===== src/rtl/dmem_arb_pkg.sv =====
// Shared types and default sizes for the data-memory arbiter.
package dmem_arb_pkg;

   localparam int ADDR_W_DEF  = 8;
   localparam int DATA_W_DEF  = 16;
   localparam int MEM_LAT_DEF = 1;

   typedef enum logic [1:0] {IDLE, ACCESS, WAIT, DONE} state_e;
   typedef enum logic       {CPU = 1'b0, DMA = 1'b1}    owner_e;

endpackage


===== src/rtl/dmem_arb_if.sv =====
// Signal bundle between the arbiter, its CPU and DMA requesters and the data memory.
interface dmem_arb_if
   import dmem_arb_pkg::*;
#(
   parameter int ADDR_W = ADDR_W_DEF,
   parameter int DATA_W = DATA_W_DEF
) ();

   logic              cpu_req;
   logic              cpu_wr;
   logic [ADDR_W-1:0] cpu_addr;
   logic [DATA_W-1:0] cpu_wdata;
   logic              cpu_gnt;
   logic              cpu_done;
   logic [DATA_W-1:0] cpu_rdata;

   logic              dma_req;
   logic              dma_wr;
   logic [ADDR_W-1:0] dma_addr;
   logic [DATA_W-1:0] dma_wdata;
   logic              dma_gnt;
   logic              dma_done;
   logic [DATA_W-1:0] dma_rdata;

   logic [ADDR_W-1:0] D_addr;
   logic              D_wr;
   logic [DATA_W-1:0] D_wdata;
   logic [DATA_W-1:0] D_rdata;

   logic              busy;
   logic              owner;

   modport slave (
      input  cpu_req, cpu_wr, cpu_addr, cpu_wdata,
      input  dma_req, dma_wr, dma_addr, dma_wdata,
      input  D_rdata,
      output cpu_gnt, cpu_done, cpu_rdata,
      output dma_gnt, dma_done, dma_rdata,
      output D_addr, D_wr, D_wdata,
      output busy, owner
   );

   modport master (
      output cpu_req, cpu_wr, cpu_addr, cpu_wdata,
      output dma_req, dma_wr, dma_addr, dma_wdata,
      output D_rdata,
      input  cpu_gnt, cpu_done, cpu_rdata,
      input  dma_gnt, dma_done, dma_rdata,
      input  D_addr, D_wr, D_wdata,
      input  busy, owner
   );

endinterface


===== src/rtl/dmem_arb_sel.sv =====
// Winner selection between CPU and DMA: a lone requester wins, a tie goes to
// whichever requester was not served last.
module dmem_arb_sel
   import dmem_arb_pkg::*;
(
   input  logic   cpu_req,
   input  logic   dma_req,
   input  owner_e last_served,
   output owner_e winner
);

   always_comb begin
      winner = CPU;
      if (cpu_req && dma_req) begin
         winner = (last_served == CPU) ? DMA : CPU;
      end else if (dma_req) begin
         winner = DMA;
      end
   end

endmodule


===== src/rtl/dmem_arbiter.sv =====
// Two-requester data-memory arbiter (CPU, DMA) sequencing one access at a time.
// Define DMEM_ARB_RR_EN for round-robin tie breaking; otherwise the CPU wins ties.
module dmem_arbiter
   import dmem_arb_pkg::*;
#(
   parameter int ADDR_W  = ADDR_W_DEF,
   parameter int DATA_W  = DATA_W_DEF,
   parameter int MEM_LAT = MEM_LAT_DEF
) (
   input  logic       Clock,
   input  logic       ResetN,
   dmem_arb_if.slave  bus
);

   localparam logic [1:0] LAST_WAIT = 2'(MEM_LAT - 1);

   state_e            state_q, state_d;
   owner_e            owner_q;
   owner_e            winner;
   owner_e            last_served;
   logic              cap_wr_q;
   logic [ADDR_W-1:0] cap_addr_q;
   logic [DATA_W-1:0] cap_wdata_q;
   logic [DATA_W-1:0] rdata_q;
   logic [1:0]        wait_cnt_q;
   logic              any_req;
   logic              leave_idle;

   assign any_req    = bus.cpu_req | bus.dma_req;
   assign leave_idle = (state_q == IDLE) && any_req;

`ifdef DMEM_ARB_RR_EN
   owner_e last_q;

   // Starts at DMA so the first tie after reset goes to the CPU.
   always_ff @(posedge Clock or negedge ResetN) begin
      if (!ResetN) begin
         last_q <= DMA;
      end else if (leave_idle) begin
         last_q <= winner;
      end
   end

   assign last_served = last_q;
`else
   // A constant DMA pointer makes the selector favour the CPU on every tie.
   assign last_served = DMA;
`endif

   dmem_arb_sel u_sel (
      .cpu_req     (bus.cpu_req),
      .dma_req     (bus.dma_req),
      .last_served (last_served),
      .winner      (winner)
   );

   always_ff @(posedge Clock or negedge ResetN) begin
      if (!ResetN) begin
         state_q     <= IDLE;
         owner_q     <= CPU;
         cap_wr_q    <= 1'b0;
         cap_addr_q  <= '0;
         cap_wdata_q <= '0;
         rdata_q     <= '0;
         wait_cnt_q  <= '0;
      end else begin
         state_q <= state_d;
         if (leave_idle) begin
            owner_q <= winner;
            if (winner == DMA) begin
               cap_wr_q    <= bus.dma_wr;
               cap_addr_q  <= bus.dma_addr;
               cap_wdata_q <= bus.dma_wdata;
            end else begin
               cap_wr_q    <= bus.cpu_wr;
               cap_addr_q  <= bus.cpu_addr;
               cap_wdata_q <= bus.cpu_wdata;
            end
         end
         if (state_q == ACCESS) begin
            wait_cnt_q <= '0;
         end else if (state_q == WAIT) begin
            wait_cnt_q <= wait_cnt_q + 2'd1;
         end
         if (state_q == WAIT && wait_cnt_q == LAST_WAIT) begin
            rdata_q <= bus.D_rdata;
         end
      end
   end

   always_comb begin
      state_d       = state_q;
      bus.cpu_gnt   = 1'b0;
      bus.cpu_done  = 1'b0;
      bus.cpu_rdata = '0;
      bus.dma_gnt   = 1'b0;
      bus.dma_done  = 1'b0;
      bus.dma_rdata = '0;
      bus.D_addr    = '0;
      bus.D_wr      = 1'b0;
      bus.D_wdata   = '0;
      case (state_q)
         IDLE: begin
            if (any_req) state_d = ACCESS;
         end
         ACCESS: begin
            state_d     = cap_wr_q ? DONE : WAIT;
            bus.cpu_gnt = (owner_q == CPU);
            bus.dma_gnt = (owner_q == DMA);
            bus.D_addr  = cap_addr_q;
            bus.D_wr    = cap_wr_q;
            bus.D_wdata = cap_wdata_q;
         end
         WAIT: begin
            if (wait_cnt_q == LAST_WAIT) state_d = DONE;
            bus.D_addr = cap_addr_q;
         end
         DONE: begin
            state_d      = IDLE;
            bus.cpu_done = (owner_q == CPU);
            bus.dma_done = (owner_q == DMA);
            // Read data only travels back on the owner's port, and only for reads.
            if (!cap_wr_q) begin
               if (owner_q == DMA) bus.dma_rdata = rdata_q;
               else                bus.cpu_rdata = rdata_q;
            end
         end
         default: state_d = IDLE;
      endcase
   end

   assign bus.busy  = (state_q != IDLE);
   assign bus.owner = owner_q;

endmodule

===== src/flat_wrapper.sv =====
// flat-port wrapper written by rule: the top's interface ports become plain ports
module dmem_arbiter_flat import dmem_arb_pkg::*;
#(
   parameter int ADDR_W  = ADDR_W_DEF,
   parameter int DATA_W  = DATA_W_DEF,
   parameter int MEM_LAT = MEM_LAT_DEF
)
  (Clock, ResetN, bus_cpu_req, bus_cpu_wr, bus_cpu_addr, bus_cpu_wdata, bus_dma_req, bus_dma_wr, bus_dma_addr, bus_dma_wdata, bus_D_rdata, bus_cpu_gnt, bus_cpu_done, bus_cpu_rdata, bus_dma_gnt, bus_dma_done, bus_dma_rdata, bus_D_addr, bus_D_wr, bus_D_wdata, bus_busy, bus_owner);
  dmem_arb_if #(.ADDR_W(ADDR_W), .DATA_W(DATA_W)) bus_i ();
  input  logic Clock;
  input  logic ResetN;
  input wire logic [$bits(bus_i.cpu_req)-1:0] bus_cpu_req;
  input wire logic [$bits(bus_i.cpu_wr)-1:0] bus_cpu_wr;
  input wire logic [$bits(bus_i.cpu_addr)-1:0] bus_cpu_addr;
  input wire logic [$bits(bus_i.cpu_wdata)-1:0] bus_cpu_wdata;
  input wire logic [$bits(bus_i.dma_req)-1:0] bus_dma_req;
  input wire logic [$bits(bus_i.dma_wr)-1:0] bus_dma_wr;
  input wire logic [$bits(bus_i.dma_addr)-1:0] bus_dma_addr;
  input wire logic [$bits(bus_i.dma_wdata)-1:0] bus_dma_wdata;
  input wire logic [$bits(bus_i.D_rdata)-1:0] bus_D_rdata;
  output wire logic [$bits(bus_i.cpu_gnt)-1:0] bus_cpu_gnt;
  output wire logic [$bits(bus_i.cpu_done)-1:0] bus_cpu_done;
  output wire logic [$bits(bus_i.cpu_rdata)-1:0] bus_cpu_rdata;
  output wire logic [$bits(bus_i.dma_gnt)-1:0] bus_dma_gnt;
  output wire logic [$bits(bus_i.dma_done)-1:0] bus_dma_done;
  output wire logic [$bits(bus_i.dma_rdata)-1:0] bus_dma_rdata;
  output wire logic [$bits(bus_i.D_addr)-1:0] bus_D_addr;
  output wire logic [$bits(bus_i.D_wr)-1:0] bus_D_wr;
  output wire logic [$bits(bus_i.D_wdata)-1:0] bus_D_wdata;
  output wire logic [$bits(bus_i.busy)-1:0] bus_busy;
  output wire logic [$bits(bus_i.owner)-1:0] bus_owner;
  assign bus_i.cpu_req = bus_cpu_req;
  assign bus_i.cpu_wr = bus_cpu_wr;
  assign bus_i.cpu_addr = bus_cpu_addr;
  assign bus_i.cpu_wdata = bus_cpu_wdata;
  assign bus_i.dma_req = bus_dma_req;
  assign bus_i.dma_wr = bus_dma_wr;
  assign bus_i.dma_addr = bus_dma_addr;
  assign bus_i.dma_wdata = bus_dma_wdata;
  assign bus_i.D_rdata = bus_D_rdata;
  assign bus_cpu_gnt = bus_i.cpu_gnt;
  assign bus_cpu_done = bus_i.cpu_done;
  assign bus_cpu_rdata = bus_i.cpu_rdata;
  assign bus_dma_gnt = bus_i.dma_gnt;
  assign bus_dma_done = bus_i.dma_done;
  assign bus_dma_rdata = bus_i.dma_rdata;
  assign bus_D_addr = bus_i.D_addr;
  assign bus_D_wr = bus_i.D_wr;
  assign bus_D_wdata = bus_i.D_wdata;
  assign bus_busy = bus_i.busy;
  assign bus_owner = bus_i.owner;
  dmem_arbiter #(.ADDR_W(ADDR_W), .DATA_W(DATA_W), .MEM_LAT(MEM_LAT)) u_core (.Clock(Clock), .ResetN(ResetN), .bus(bus_i));
endmodule

===== config.mk =====
export PLATFORM = sky130hd
export DESIGN_NAME = dmem_arbiter_flat
export DESIGN_NICKNAME = d
export VERILOG_FILES = /design/src/rtl/dmem_arb_pkg.sv /design/src/rtl/dmem_arb_if.sv /design/src/rtl/dmem_arb_sel.sv /design/src/rtl/dmem_arbiter.sv /design/src/flat_wrapper.sv
export SDC_FILE = /design/constraint.sdc
export NUM_CORES = 1
export LEC_CHECK = 0
export BUFFER_PORTS_ARGS = -buffer_cell sky130_fd_sc_hd__buf_2
export CAP_MARGIN = 40
export CORE_ASPECT_RATIO = 0.6
export CORE_MARGIN = 1.5
export CORE_UTILIZATION = 43
export DETAILED_ROUTE_END_ITERATION = 10
export GPL_ROUTABILITY_DRIVEN = 0
export GPL_TIMING_DRIVEN = 1
export PLACE_DENSITY = 0.77
export REMOVE_ABC_BUFFERS = 1
export SLEW_MARGIN = 20
export SYNTH_ARGS = -nofsm -noshare
export SYNTH_HDL_FRONTEND = slang
export SYNTH_HIERARCHICAL = 1
export SYNTH_SLANG_ARGS = --single-unit

===== constraint.sdc =====
create_clock -name Clock -period 1.79 [get_ports Clock]
set_input_delay 0 -clock Clock [delete_from_list [all_inputs] [get_ports Clock]]
set_output_delay 0 -clock Clock [all_outputs]
set_load 0.05 [all_outputs]

# ---- Yosys cells after proc, flatten, opt, wreduce, memory -nomap -nowiden
# Index checks and enable logic that the tools add are counted.
# Widths: inputs -> output; s select.
dict set report totals {
  register_bits 46
  inputBits 70
  out_inout_bits 63
  elab_cells 48
}
dict set report op_classes {
  addsub 1
  eq_ne 5
  muxes 24
  n_bitwise 2
  reduce_logical 9
}
# op n
set op_table {}
lappend op_table {{$mux 16} 8}
lappend op_table {{$mux 8} 2}
lappend op_table {{$mux 1} 9}
lappend op_table {{$mux 2} 4}
lappend op_table {{$pmux 2 s4} 1}
lappend op_table {{$eq 2x2->1 const B} 2}
lappend op_table {{$logic_not 2->1} 2}
lappend op_table {{$reduce_bool 2->1} 2}
lappend op_table {{$logic_and 1x1->1} 3}
lappend op_table {{$add 2x1->2 const B} 1}
lappend op_table {{$eq 2x1->1 const B} 1}
lappend op_table {{$ne 2x1->1 const B} 1}
lappend op_table {{$ne 2x2->1 const B} 1}
lappend op_table {{$reduce_and 2->1} 1}
lappend op_table {{$reduce_or 2->1} 1}
lappend op_table {{$not 1->1} 1}
lappend op_table {{$or 1x1->1} 1}

# ---- Logic depth before layout (Yosys ltp)
# Gate-level depths: netlist (run 1).
dict set report logic_depth {
  ltp_word 3
  depth_mapped 6
  depth_no_buf 5
}

# ---- By module
# Netlist (run 1), hierarchy kept.
# mod instances cells_each area_per_inst_um2 seq_area_each_um2
set modules_own_cells {}
lappend modules_own_cells {dmem_arbiter 1 242 2526.2 1151.1}
lappend modules_own_cells {dmem_arb_sel 1 1 11.3 0.0}

# ---- Worst setup path before layout (run 1)
# Ideal clock, no wire load.
dict set report synth_timing {
  path_kind {reg-to-output}
  startpoint {register u_core.owner_q, in the netlist u_core/bus.owner}
  endpoint {output port bus_cpu_rdata[10]}
  arrival_time_ns 1.970
  t_required_ns 1.790
  setup_slack_ns -0.180
  stages_incl_launch_ff 5
  path_buffers 1
  cell_sequence {dfrtp_1 > nor2b_2 > and2b_4 > clkbuf_2 > and2_1}
}
dict set report synth_via {
  elab_chain_cells 3
}
# element line
set synth_lines {}
lappend synth_lines {{start, declared} dmem_arbiter.sv:18} ;# owner_e owner_q;
lappend synth_lines {{start signal, assigned} dmem_arbiter.sv:69} ;# owner_q <= winner;
lappend synth_lines {{$mux 16} dmem_arbiter.sv:124} ;# if (owner_q == DMA) bus.dma_rdata = rdata_q;
lappend synth_lines {{$mux 16} dmem_arbiter.sv:123} ;# if (!cap_wr_q) begin
lappend synth_lines {{$mux 16} dmem_arbiter.sv:102} ;# case (state_q)
lappend synth_lines {{end, declared} flat_wrapper.sv:23} ;# output wire logic [$bits(bus_i.cpu_rdata)-1:0] bus_cpu_rdata;
# Every way passes these cells.

# ---- Worst setup path in the final report (run 1)
dict set report layout_timing {
  startpoint {register u_core.state_q[1]}
  endpoint {output port bus_dma_rdata[8]}
}
dict set report layout_via {
  elab_chain_cells 2
}
# element line
set layout_lines {}
lappend layout_lines {{start, declared} dmem_arbiter.sv:17} ;# state_e state_q, state_d;
lappend layout_lines {{start signal, assigned} dmem_arbiter.sv:67} ;# state_q <= state_d;
lappend layout_lines {{$eq 2x2->1} dmem_arbiter.sv:102}
lappend layout_lines {{$mux 16} dmem_arbiter.sv:102}
lappend layout_lines {{end, declared} flat_wrapper.sv:26} ;# output wire logic [$bits(bus_i.dma_rdata)-1:0] bus_dma_rdata;
# Every way passes these cells.

==> results.py, run 1 <==
metrics = {
    "outcome": {
        "status": "finished, final reports clean",
    },
    "cts": {
        "cts.sinks": 46,
        "clock_latency_ns": 0.29,
        "numCtsBuffers": 5,
        "cts_tree": "yes",
        "clockRootBuffer": "clkbuf_8",
        "clk_pin_slew_worst_paths_ns": 0.08,
        "max-clock-path-buffers": 2,
        "cts_htree_levels": 2,
    },
    "synth": {
        "yosys-top-cells-area": "dfrtp_1 (45%), and2_1 (11%), mux2i_1 (9.9%)",
        "synth_fa_ha_area_frac": 0.0296,
        "synth.distinct_cells": 30,
        "synth_most_common_cell": "dfrtp_1",
        "synth-simple-area-share": 0.225,
        "synth_flop_cell": "dfrtp_1",
        "yosysSeqAreaShare": 0.454,
        "synthArstFlopShare": 1.00,
        "avgSynthCellArea_um2": 10.4,
        "synth_edf_count": 0,
        "yosysWarnings": 6,
        "yosysTopAreaCellShare": 0.454,
        "synth_mux_area_frac": 0.179,
        "synth_cells": 243,
        "synth_area_mm2": 0.00254,
        "synth_seq_cells": 46,
        "synth_top_family_by_area": "simple AND/OR/NAND/NOR gates",
        "synth_xor_area_frac": 0,
        "post-synth-top-area-cell": "dfrtp_1",
        "synth_common_cells": "dfrtp_1 (46), and2_1 (44), nand2_1 (27)",
        "synth_compound_area_frac": 0.0671,
    },
    "placement": {
        "hpwlAfterDp_mm": 4.40,
        "dp_cells": 445,
        "port-buffer-count": 132,
    },
    "drt": {
        "vias": 2232,
        "drc_errors": 0,
        "post_drt_wl_per_cell_um": 13.0,
        "postRouteAntennaNets": 0,
        "firstDrtPassIters": 4,
        "drt-total-wl_mm": 6.41,
        "drt_iter0_drc": 62,
        "viasPerCell": 4.54,
    },
    "floorplan": {
        "fp.dieArea_mm2": 0.00639,
        "start_util": 0.451,
        "num_rows": 21,
        "ios": 133,
        "fp.dieH_um": 62.5,
        "core_mm2": 0.00562,
        "fp.dieW_um": 102,
    },
    "timing": {
        "maxSlewHeadroom": 0.632,
        "worst_slew_pin_slew_ns": 0.551,
        "skew_ns": 0.00424,
        "fmax_mhz": 579,
        "finalSetupViolCount": 0,
        "final_max_slew_viol_count": 0,
        "finalCritPeriodShare": 0.965,
        "tns_ns": 0,
        "period_needed_ns": 1.73,
        "whs_ns": 0.00285,
        "finalHoldViolCount": 0,
    },
    "setup_path": {
        "crit_arrival_ns": 1.73,
        "critPathMaxFanout": 16,
        "crit_family": "simple AND/OR/NAND/NOR gates",
        "startpoint_type": "flip-flop",
        "required_ns": 1.79,
        "worstSetupEndpointType": "output pin",
        "criticalPathCategory": "reg2out",
        "cpMaxStageDelayCell": "dfrtp_2",
        "slowest_delay_ns": 0.44,
        "path_cells": "ha_2 -> and2_4 -> nor2b_4 -> buf_12 -> and2_2 -> clkbuf_4",
        "critical_path_buf_inv_count": 2,
    },
    "pwr": {
        "vdd_ir_drop_max_uv": 910,
        "powerDensity_mw_per_mm2": 1720,
        "p_leak_nw": 2.01,
        "total_power_mw": 6.72,
    },
    "global_routing": {
        "grt_pass1_vias": 2231,
        "grtUsageTotal": 0.206,
        "grt_pass1_wl_mm": 10.3,
        "grt_max_degree": 47,
        "antenna_found_initial": 0,
        "grt-ovfl-total": 0,
    },
    "cells_and_area": {
        "drive_above_1_share": 0.459,
        "final_util": 0.695,
        "fillCellCount": 454,
        "area_delta_synth_final_pct": 54.0,
        "final-instance-count-excl-fill": 492,
        "nets": 488,
        "multi_input_area_mm2": 0.00129,
        "regArea_mm2": 0.00115,
        "n_antenna_cell": 0,
    },
    "worst_hold_path": {
        "hp-class": "in2reg",
    },
    "flow_run": {
        "drv_cap": 0,
    },
}
[logic make-up after synthesis]
family | count (synthesis)
AOI/OAI and AO/OA | 31
adders and majority gates | 6
buffers and inverters | 19
DFF | 46
muxes | 43
other | 1
and+or+nand+nor | 97
[power breakdown]
group          internal [mW]  switching (mW)
registers               1.57           0.302
logic                   1.41            2.67
clock network          0.447           0.325
[final cells by class]
type,instances,share of cell area
clock buffer,6,0.0211
clock inverter,1,0.00768
inverter,5,0.00480
multi-input combinational,178,0.331
sequential,46,0.295
tap,80,0.0256
timing repair buffer,176,0.315
[registers in the layout (all words and copies together) (netlist names)]
signal / count
u_core/bus.owner: 1
u_core/cap_wr_q: 1
u_core/cap_addr_q: 8
u_core/state_q: 2
u_core/cap_wdata_q: 16
u_core/wait_cnt_q: 2
u_core/rdata_q: 16
[worst paths after layout]
kind	startpoint	endpoint	slack [ns]	depth (start not counted)
max	u_core/state_q[1]$_DFFE_PN0P_	bus_dma_rdata[8]	0.06	6
min	bus_dma_wr	u_core/cap_wr_q$_DFFE_PN0P_	0.003	3
max reg2reg	u_core/state_q[1]$_DFFE_PN0P_	u_core/rdata_q[3]$_DFFE_PN0P_	0.19	4
min reg2reg	u_core/cap_addr_q[5]$_DFFE_PN0P_	u_core/cap_addr_q[5]$_DFFE_PN0P_	0.47	2
max in group asynchronous	ResetN	u_core/cap_wdata_q[5]$_DFFE_PN0P_	1.04	3
min in group asynchronous	ResetN	u_core/cap_addr_q[3]$_DFFE_PN0P_	0.22	2
[metrics by stage]
| stage | instance area (µm²) | worst slack, ns |
|---|---|---|
| after detailed placement | 3290 | 0.238 |
| after global placement | 3290 | 0.312 |
| after floorplan | 2440 | -0.0692 |
| final | 3910 | 0.0633 |
| after CTS | 3790 | 0.0142 |
| after global routing | 3910 | -0.000805 |
[routing by layer]
| metal | track usage | wire length, µm | up-vias |
|---|---|---|---|
| li1 | - | - | 1133 |
| met1 | 0.268 | 2840 | 1018 |
| met2 | 0.353 | 3210 | 73 |
| met3 | 0.0369 | 316 | 8 |
| met4 | 0.0514 | 48 | 0 |
| met5 | 0 | 0 | - |
[layout by cell type, fill, tap and decap left out, drive strengths merged]
master	instances
conb	1
o21ai	27
o22ai	1
bufinv	1
and2b	2
nor2	3
a21oi	1
dlygate4sd3	37
nor2b	3
and2	59
dfrtp	46
mux2	18
nand2	28
nor3b	1
ha	6
a21boi	1
buf	116
clkbuf	29
nor3	1
inv	5
mux2i	25
o31a	1
[worst reg2reg max path, cell delays in order, from the launching register on]
cell	delay, ns
dfrtp_2	0.44
buf_4	0.14
ha_1	0.19
nand2_2	0.32
mux2_2	0.40
[repair_timing]
item                                    in CTS  in global routing
hold buffers                                37                  0
resized for setup                            0                 47
buffers inserted                             1                  2
hold endpoints to repair                    49                  0
endpoints found under the setup margin      16                 57
gates cloned                                 0                  0
Power figures use the tool's default switching activity.
==> inputs of run 2 (changes only) <==
--- a/config.mk
+++ b/config.mk
@@ -5,15 +5,14 @@
 export SDC_FILE = /design/constraint.sdc
 export NUM_CORES = 1
 export LEC_CHECK = 0
-export BUFFER_PORTS_ARGS = -buffer_cell sky130_fd_sc_hd__buf_2
+export BUFFER_PORTS_ARGS = -buffer_cell sky130_fd_sc_hd__buf_4
 export CAP_MARGIN = 40
 export CORE_ASPECT_RATIO = 0.6
 export CORE_MARGIN = 1.5
-export CORE_UTILIZATION = 43
+export CORE_UTILIZATION = 25
 export DETAILED_ROUTE_END_ITERATION = 10
 export GPL_ROUTABILITY_DRIVEN = 0
 export GPL_TIMING_DRIVEN = 1
-export PLACE_DENSITY = 0.77
 export REMOVE_ABC_BUFFERS = 1
 export SLEW_MARGIN = 20
 export SYNTH_ARGS = -nofsm -noshare
==> run 2 against run 1 <==
Compared with the run above:
- worst hold slack worse by 0.0026 ns
- sequential power hardly changed
- cell count rose by 8.5%
- first-iteration DRC count grew 18%
- setup slack got worse by 0.0055 ns
- largest cell class is now non-clock buffers
==> results.py, run 2 (synthesized netlist as in run 1, its figures left out) <==
metrics = {
    "floorplan": {
        "fp.dieW_um": 133,
        "fp.dieArea_mm2": 0.0108,
        "start_util": 0.257,
        "core_mm2": 0.00988,
        "fp.dieH_um": 81.0,
        "ios": 133,
        "num_rows": 28,
    },
    "pwr": {
        "total_power_mw": 7.09,
        "power.share.sequential": 0.264,
        "swShare": 0.476,
        "vdd_ir_drop_max_uv": 689,
        "powerDensity_mw_per_mm2": 1720,
        "combinationalPowerShare": 0.605,
        "p_sw_mw": 3.38,
        "clkPwrFrac": 0.131,
        "p_leak_nw": 2.04,
        "intPower_mw": 3.72,
    },
    "timing": {
        "fin_ws_ns": 0.0578,
        "skew_ns": 0.00568,
        "final_max_slew_viol_count": 0,
        "fmax_mhz": 577,
        "finalCritPeriodShare": 0.968,
        "finalHoldViolCount": 0,
        "whs_ns": 0.000218,
        "period_needed_ns": 1.73,
        "worst_slew_pin_slew_ns": 0.594,
        "finalSetupViolCount": 0,
        "maxSlewHeadroom": 0.604,
        "rsz0062_at_grt": "true",
    },
    "cts": {
        "clk_pin_slew_worst_paths_ns": 0.06,
        "clock_latency_ns": 0.28,
        "cts_htree_levels": 2,
        "cts.sinks": 46,
        "numCtsBuffers": 5,
        "max-clock-path-buffers": 2,
        "clockRootBuffer": "clkbuf_16",
        "cts_tree": "yes",
    },
    "drt": {
        "drt_iter0_drc": 73,
        "viasPerCell": 4.14,
        "route.met3.wl_um": 444,
        "drc_errors": 0,
        "vias": 2211,
        "highest_layer": "met4",
        "firstDrtPassIters": 4,
        "drt-total-wl_mm": 6.64,
        "met1Wirelength_mm": 3.20,
        "postRouteAntennaNets": 0,
        "post_drt_wl_per_cell_um": 12.4,
        "dr_wl_met2_mm": 2.93,
    },
    "setup_path": {
        "worstSetupEndpointType": "output pin",
        "rrSetupSlack_ns": 0.21,
        "required_ns": 1.79,
        "worstReg2RegEnd": "u_core/rdata_q[5]$_DFFE_PN0P_",
        "slowest_delay_ns": 0.43,
        "path_cells": "ha_2 -> and2_4 -> nor2b_4 -> buf_12 -> and2_2 -> buf_4",
        "cpMaxStageDelayCell": "dfrtp_1",
        "r2r_cells": 4,
        "startpoint_type": "flip-flop",
        "criticalPathCategory": "reg2out",
        "r2r_start": "u_core/state_q[0]$_DFFE_PN0P_",
        "crit_arrival_ns": 1.73,
        "critPathMaxFanout": 16,
    },
    "placement": {
        "dpl_cell_area_mm2": 0.00367,
        "hpwlAfterDp_mm": 5.01,
        "place_ws_ns": 0.221,
        "port-buffer-count": 132,
    },
    "cells_and_area": {
        "nets": 474,
        "final_area_mm2": 0.00414,
        "layout_commonest_cell": "buf_4",
        "reg_top3": "u_core/cap_wdata_q x16, u_core/rdata_q x16, u_core/cap_addr_q x8",
        "n_antenna_cell": 0,
        "fillCellCount": 983,
        "final_util": 0.419,
        "final_cell_mix": "buf_4 (124), dfrtp_1 (46), and2_1 (44)",
        "area_delta_synth_final_pct": 63.0,
        "drive_above_1_share": 0.466,
    },
    "global_routing": {
        "grtUsageTotal": 0.127,
        "grt_pass1_wl_mm": 10.7,
        "grt_pass1_vias": 2197,
        "grt-ovfl-total": 0,
        "grt_max_degree": 47,
        "antenna_found_initial": 0,
    },
    "worst_hold_path": {
        "min_path_cells": 3,
        "min_to": "u_core/cap_wdata_q[8]$_DFFE_PN0P_",
        "hp-class": "in2reg",
        "hp-start": "bus_dma_wdata[8]",
    },
    "flow_run": {
        "drv_cap": 0,
    },
    "outcome": {
        "status": "finished, final reports clean",
    },
}
[run 2: cell types whose count changed in the layout (fill, tap and decap cells not counted), sizes merged]
cell	before	now
buf	116	136
dlygate4sd3	37	26
clkbuf	29	7
bufinv	1	0
clkinv	0	1
[run 2: how the worst max path moves through the flow]
| stage | from | endpoint | slack, ns | depth (start not counted) |
|---|---|---|---|---|
| after global routing | u_core/state_q[1]$_DFFE_PN0P_ | bus_cpu_rdata[13] | -0.02 | 5 |
| after detailed placement | u_core/state_q[1]$_DFFE_PN0P_ | u_core/state_q[1]$_DFFE_PN0P_ | 0.22 | 5 |
| after global placement | u_core/state_q[0]$_DFFE_PN0P_ | u_core/rdata_q[4]$_DFFE_PN0P_ | 0.32 | 4 |
| after CTS | u_core/state_q[1]$_DFFE_PN0P_ | bus_dma_rdata[7] | 0.02 | 6 |
| final | u_core/state_q[1]$_DFFE_PN0P_ | bus_dma_rdata[0] | 0.06 | 6 |
| after floorplan | u_core/bus.owner$_DFFE_PN0P_ | bus_cpu_rdata[0] | -0.07 | 3 |
[run 2: per-stage QoR]
stage | std cells | TNS (ns)
floorplan | 229 | -1.11
global route | 534 | -0.0152
CTS | 534 | 0
global placement | 499 | 0
finish | 534 | 0
detailed placement | 499 | 0
[run 2: layout make-up]
class                   count  area (µm²)  share of cell area
repair buffers            162        1350               0.327
multi-input cells         178        1300               0.313
flip-flops and latches     46        1150               0.278
well taps                 135         169              0.0408
clock buffers               7         143              0.0345
inverters                   5        18.8             0.00454
clock inverters             1        5.00             0.00121
[run 2: critical path: cells and delay by family (launching register included)]
| kind | cells | cell delay, ns |
|---|---|---|
| buf+inv | 2 | 0.32 |
| fa+ha+maj | 1 | 0.21 |
| flops | 1 | 0.43 |
| simple gates | 3 | 0.48 |
[run 2: metal layers]
layer,global-route usage,vias to the layer above
met5,0,-
met4,0.0363,0
met3,0.0381,7
met2,0.196,68
met1,0.172,1033
li1,-,1103
[run 2: what timing repair did]
| action | in CTS | in global routing |
|---|---|---|
| endpoints found under the setup margin | 11 | 52 |
| resized for setup | 0 | 12 |
| hold buffers | 26 | 0 |
| setup buffers | 1 | 0 |
| hold endpoints to repair | 69 | 0 |
[run 2: power groups by stage]
stage,Sequential (mW),Combinational [mW],Clock (mW)
floorplan,1.82,2.91,0
global placement,1.85,4.11,0
detailed placement,1.88,4.19,0
CTS,1.87,4.27,0.985
global route,1.95,4.61,1.02
finish,1.87,4.29,0.931
